===== src/rtl/clock_set_ctrl.sv =====
// Set-mode controller for the digital clock: walks the six time/date fields on button pulses,
// then issues an OW_LEN-cycle overwrite strobe carrying the edited values.
module clock_set_ctrl #(
  parameter int unsigned OW_LEN = 2
) (
  input  logic        clk,
  input  logic        rst_n,
  input  logic        btn_mode,
  input  logic        btn_next,
  input  logic        btn_inc,
  input  logic        btn_dec,
  input  logic [16:0] time_cur,
  input  logic [20:0] date_cur,
  output logic [16:0] time_set,
  output logic [20:0] date_set,
  output logic        time_ow,
  output logic        date_ow,
  output logic        editing,
  output logic [2:0]  field_sel
);

  // Edit states share their encoding with the field_sel code of the field they edit.
  typedef enum logic [2:0] {
    StHour   = 3'd0,
    StMin    = 3'd1,
    StSec    = 3'd2,
    StDay    = 3'd3,
    StMon    = 3'd4,
    StYear   = 3'd5,
    StCommit = 3'd6,
    StIdle   = 3'd7
  } state_e;

  state_e      state_q;
  logic [3:0]  ow_cnt_q;

  logic [4:0]  hour, day, dmax, day_clamped;
  logic [5:0]  min, sec;
  logic [3:0]  mon;
  logic [11:0] year;
  logic        leap;
  logic [11:0] sel_val, sel_lo, sel_hi, stepped;
  logic [16:0] time_step;
  logic [20:0] date_step;

  // Out-of-range values snap to the near end of the range in the stepping direction.
  function automatic logic [11:0] step_val(input logic [11:0] v, input logic [11:0] lo,
                                           input logic [11:0] hi, input logic up);
    if (up) begin
      return (v < lo || v >= hi) ? lo : v + 12'd1;
    end
    return (v <= lo || v > hi) ? hi : v - 12'd1;
  endfunction

  always_comb begin
    hour = time_set[16:12];
    min  = time_set[11:6];
    sec  = time_set[5:0];
    day  = date_set[20:16];
    mon  = date_set[15:12];
    year = date_set[11:0];

    leap = (year[1:0] == 2'd0) &&
           (((year % 12'd100) != 12'd0) || ((year % 12'd400) == 12'd0));

    case (mon)
      4'd2:                     dmax = leap ? 5'd29 : 5'd28;
      4'd4, 4'd6, 4'd9, 4'd11:  dmax = 5'd30;
      default:                  dmax = 5'd31;
    endcase

    day_clamped = (day > dmax) ? dmax : day;

    sel_val = '0;
    sel_lo  = '0;
    sel_hi  = '0;
    case (state_q)
      StHour: begin sel_val = {7'd0, hour}; sel_lo = 12'd0; sel_hi = 12'd23;       end
      StMin:  begin sel_val = {6'd0, min};  sel_lo = 12'd0; sel_hi = 12'd59;       end
      StSec:  begin sel_val = {6'd0, sec};  sel_lo = 12'd0; sel_hi = 12'd59;       end
      StDay:  begin sel_val = {7'd0, day};  sel_lo = 12'd1; sel_hi = {7'd0, dmax}; end
      StMon:  begin sel_val = {8'd0, mon};  sel_lo = 12'd1; sel_hi = 12'd12;       end
      StYear: begin sel_val = year;         sel_lo = 12'd0; sel_hi = 12'd4095;     end
      default: ;
    endcase

    // inc outranks dec when both arrive together
    stepped = step_val(sel_val, sel_lo, sel_hi, btn_inc);

    time_step = time_set;
    date_step = date_set;
    case (state_q)
      StHour:  time_step[16:12] = stepped[4:0];
      StMin:   time_step[11:6]  = stepped[5:0];
      StSec:   time_step[5:0]   = stepped[5:0];
      StDay:   date_step[20:16] = stepped[4:0];
      StMon:   date_step[15:12] = stepped[3:0];
      StYear:  date_step[11:0]  = stepped;
      default: ;
    endcase
  end

  always_ff @(posedge clk) begin
    if (!rst_n) begin
      state_q   <= StIdle;
      ow_cnt_q  <= '0;
      time_set  <= '0;
      date_set  <= {5'd1, 4'd1, 12'd0};
      time_ow   <= 1'b0;
      date_ow   <= 1'b0;
      editing   <= 1'b0;
      field_sel <= 3'd7;
    end else begin
      case (state_q)
        StIdle: begin
          if (btn_mode) begin
            time_set  <= time_cur;
            date_set  <= date_cur;
            state_q   <= StHour;
            editing   <= 1'b1;
            field_sel <= 3'd0;
          end
        end
        StHour, StMin, StSec, StDay, StMon, StYear: begin
          if (btn_mode) begin
            state_q   <= StIdle;
            editing   <= 1'b0;
            field_sel <= 3'd7;
          end else if (btn_next) begin
            if (state_q == StYear) begin
              date_set[20:16] <= day_clamped;
              state_q         <= StCommit;
              ow_cnt_q        <= 4'(OW_LEN - 1);
              time_ow         <= 1'b1;
              date_ow         <= 1'b1;
              editing         <= 1'b0;
              field_sel       <= 3'd7;
            end else begin
              state_q   <= state_e'(state_q + 3'd1);
              field_sel <= state_q + 3'd1;
            end
          end else if (btn_inc || btn_dec) begin
            time_set <= time_step;
            date_set <= date_step;
          end
        end
        StCommit: begin
          // ow_cnt_q holds the strobe cycles still to come after this one
          if (ow_cnt_q == 4'd0) begin
            time_ow <= 1'b0;
            date_ow <= 1'b0;
            state_q <= StIdle;
          end else begin
            ow_cnt_q <= ow_cnt_q - 4'd1;
          end
        end
        default: state_q <= StIdle;
      endcase
    end
  end

endmodule


===== config.mk =====
export PLATFORM = sky130hd
export DESIGN_NAME = clock_set_ctrl
export DESIGN_NICKNAME = d
export VERILOG_FILES = /design/src/rtl/clock_set_ctrl.sv
export SDC_FILE = /design/constraint.sdc
export NUM_CORES = 1
export LEC_CHECK = 0
export CORE_MARGIN = 2
export CORE_UTILIZATION = 35
export DETAILED_ROUTE_END_ITERATION = 12
export PLACE_DENSITY = 0.54
export SYNTH_ARGS = -nofsm -noshare
export SYNTH_HDL_FRONTEND = slang
export SYNTH_SLANG_ARGS = --single-unit

===== constraint.sdc =====
create_clock -name clk -period 7.92 [get_ports clk]
set_input_delay 1.584 -clock clk [delete_from_list [all_inputs] [get_ports clk]]
set_output_delay 1.584 -clock clk [all_outputs]
set_load 0.01 [all_outputs]

==> out/qor.yml <==
global_route:
  grt_pass1_wl_um: 29810
  overflow: 0
  grt_usage_pct: 23.51
  grt_max_degree: 51
  first_global_vias: 5489
  grt_antenna_before_repair: 0
layout:
  drive_above_1_share_pct: 7.059
  fin_nets: 833
  areaGrowthSynthToFinish_pct: 20.85
  fin_util_pct: 43.03
  n_fill_cell: 1525
  n_antenna_cell: 0
timing:
  period_share_pct: 91.82
  finClkSkew_ns: 0.01107
  finalHoldViolations: 0
  fin_crit_ns: 7.272
  finalSetupTns_ns: 0
  rsz0062_at_grt: "no"
  maxSlewHeadroom_pct: 26.49
  final-setup-viol-count: 0
  worst_pin_slew_ns: 1.095
  maxSlewViolCount: 0
  timing.fmax_ghz: 0.1375
setup_path:
  critPathLaunchType: "flip-flop"
  path_max_fanout: 20
  worstPathArrival_ns: 7.49
  crit_type: "reg2reg"
  cp.required_ns: 8.14
  endpoint_kind: "flip-flop"
  reg2reg_depth: 25
  ff2ff_setup_slack_ns: 0.65
  r2r-start: "date_set[8]"
  reg2reg_to: "date_set[6]"
placement:
  dpl.hpwl_um: 14110
  gp_congestion: 0.9185
  port_buffers: 87
synthesis:
  ys.flop_type: "dfxtp_1"
  synthesis.area_um2: 5136
  synth_cell_types: 87
  synth_edf_count: 0
  ys_seq_area_share_pct: 19.49
  async_flop_share_pct: 0
  netlist_instances: 713
  syn_nets: 782
  ys_ff_latch: 50
  yosys_warnings: 0
  synth_area_per_cell_um2: 7.204
clock_network:
  cts.sinks: 50
  clkTransAtPathRegs_ns: 0.08
  cts_inserted_buffers: 5
  clk_path_buf_depth: 2
  htreeDepth: 2
  cts_tree: "yes"
  clock_latency_ns: 0.31
  postCtsSetupRepairBufs: 0
  cts_root_buf: "clkbuf_16"
worst_hold_path:
  min_path_type: "reg2reg"
  hold_depth: 2
  whs_endpoint: "field_sel[2]"
  min-delay-start: "field_sel[2]"
floorplanning:
  dieArea_um2: 15660
  rows: 44
  core_area_um2: 14420
  die_y_um: 125.1
  start_util_pct: 35.61
  io_pins: 88
  dieWidth_um: 125.1
route:
  ant_nets: 0
  via_per_inst: 6.103
  post_drt_wl_per_cell_um: 19.97
  drtPass1Iterations: 7
  vias: 5792
  finalWirelength_um: 18950
  drt_iter0_markers: 491
  route.detailed.drc: 0
power_and_ir_drop:
  power_w: 0.002787
  p_leak_nw: 2.338
  power_density_nw_per_um2: 448.9
  max-vdd-ir-drop_uv: 148.5
flow_run:
  maxCapViolCount: 0
outcome:
  status: "complete, no violations"
==> through the flow <==
step           area (µm²)  instances  setup WS [ns]  hold slack, ns
3_3_place_gp         6036        941         0.8519          0.4387
5_1_grt              6207        949        0.03769          0.4907
2_1_floorplan        5136        713          2.501          0.4433
4_1_cts              6205        949         0.6364          0.4585
6_report             6207        949         0.6482          0.4529
3_5_place_dp         6036        941         0.6626          0.4486
==> kinds of logic (layout without fill, tap and decap cells) <==
group           Yosys count  in the layout  share of synthesized area, %
mux                      15             15                         3.264
compound gates          271            271                         37.22
flops                    50             50                         19.49
buf+inv                  79            131                         7.040
fa+ha+maj                25             25                         6.090
simple gates            261            261                         24.85
xor+xnor                 12             12                         2.046
==> registers in the layout (all words and copies together) (netlist names) <==
| signal | count |
|---|---|
| date_ow | 1 |
| date_set | 21 |
| state_q | 3 |
| editing | 1 |
| ow_cnt_q | 4 |
| field_sel | 3 |
| time_set | 17 |
==> worst max path at each step <==
stage	from	endpoint	slack (ns)	cells after the start
2_1_floorplan	date_set[9]	date_set[10]	2.50	26
3_3_place_gp	date_set[11]	date_set[6]	0.85	25
3_5_place_dp	date_set[11]	date_set[6]	0.66	25
4_1_cts	date_set[11]	date_set[6]	0.64	25
5_1_grt	date_set[10]	date_set[6]	0.04	25
6_report	date_set[8]	date_set[6]	0.65	25
==> placed cells by master, fill, tap and decap left out, types with 4 or more instances in the layout <==
master,instances
a211o_1,4
o21bai_1,5
nor4_1,6
clkbuf_16,5
nor2b_1,5
inv_1,29
a22o_1,5
o221ai_1,5
and2_1,12
mux2i_1,6
o22ai_1,7
o211ai_1,22
o21ai_0,67
a22oi_1,10
nor3_1,14
nand4_1,8
or3_1,8
a31oi_1,18
xnor2_1,6
ha_1,25
a21oi_1,46
nand2b_1,9
a21boi_0,10
o41ai_1,4
a21o_1,6
xor2_1,6
o31a_1,4
nand3_1,29
mux2_2,6
dfxtp_1,48
clkdlybuf4s50_1,87
nand2_1,90
buf_4,6
nor2_1,48
and3_1,9
o31ai_1,8
==> synth_stat cells (6+ instances only) <==
library cell / count / area share [%]
nand4_1: 8 / 0.97
nor4_1: 6 / 0.73
nor3_1: 14 / 1.4
nand2b_1: 9 / 1.1
mux2_2: 6 / 1.3
mux2i_1: 6 / 1.2
o21ai_0: 68 / 6.6
a21o_1: 6 / 0.88
and2_1: 12 / 1.5
ha_1: 25 / 6.1
a21boi_0: 10 / 1.5
dfxtp_1: 50 / 19
nand3_1: 29 / 2.8
xnor2_1: 6 / 1.0
clkbuf_1: 33 / 2.4
nand2_1: 90 / 6.6
and3_1: 9 / 1.1
inv_1: 29 / 2.1
o22ai_1: 7 / 0.85
or3_1: 8 / 0.97
a21oi_1: 46 / 4.5
buf_6: 7 / 1.5
o31ai_1: 8 / 1.2
nor2_1: 49 / 3.6
xor2_1: 6 / 1.0
a22oi_1: 10 / 1.5
o211ai_1: 22 / 3.2
a31oi_1: 18 / 2.2
==> area by class of cell <==
cell class | instances | area, µm² | area share [%]
multi-input cells | 584 | 3776 | 60.83
flip-flops and latches | 50 | 1003 | 16.17
repair buffers | 93 | 915.9 | 14.76
well taps | 184 | 230.2 | 3.709
clock buffers | 5 | 125.1 | 2.016
inverters | 30 | 112.6 | 1.814
clock inverters | 3 | 43.79 | 0.7055
==> report_power, final <==
part           total (W)  switching (W)  internal [W]
combinational    0.00202        0.00123      0.000783
sequential      0.000505       0.000168      0.000337
clock           0.000264       0.000114      0.000150
total            0.00279        0.00152       0.00127
==> critical path, stage by stage (launching register included) <==
cell       delay [ns]
dfxtp_1          0.85
nand2_1          0.26
o221ai_2         0.34
o2111ai_2        0.25
mux2_4           0.40
nor4_1           0.31
o21ai_1          0.12
a221oi_2         0.38
nor2_1           0.16
nor4_1           0.49
nor2_1           0.15
nor3_1           0.22
nor2_1           0.11
ha_1             0.19
nor2b_1          0.11
o21a_1           0.11
o21ai_0          0.08
a211oi_1         0.26
a2111oi_0        0.14
o22ai_2          0.67
inv_1            0.24
o21ai_0          0.49
o22ai_1          0.17
a211oi_1         0.39
o31ai_1          0.11
and2_1           0.16
==> what timing repair did <==
item	CTS	global route
gates resized for setup	0	2
hold buffers	0	0
endpoints found under the setup margin	0	1
==> routing by layer <==
metal | part of all wire, % | wire length (µm) | global-route usage, %
met3 | 5.1 | 965 | 3.552
met5 | 0 | 0 | 0
met4 | 1.5 | 287 | 5.621
met2 | 48 | 9110 | 40.38
met1 | 45 | 8586 | 31.07
No activity file was read; power rests on OpenSTA's default activity.
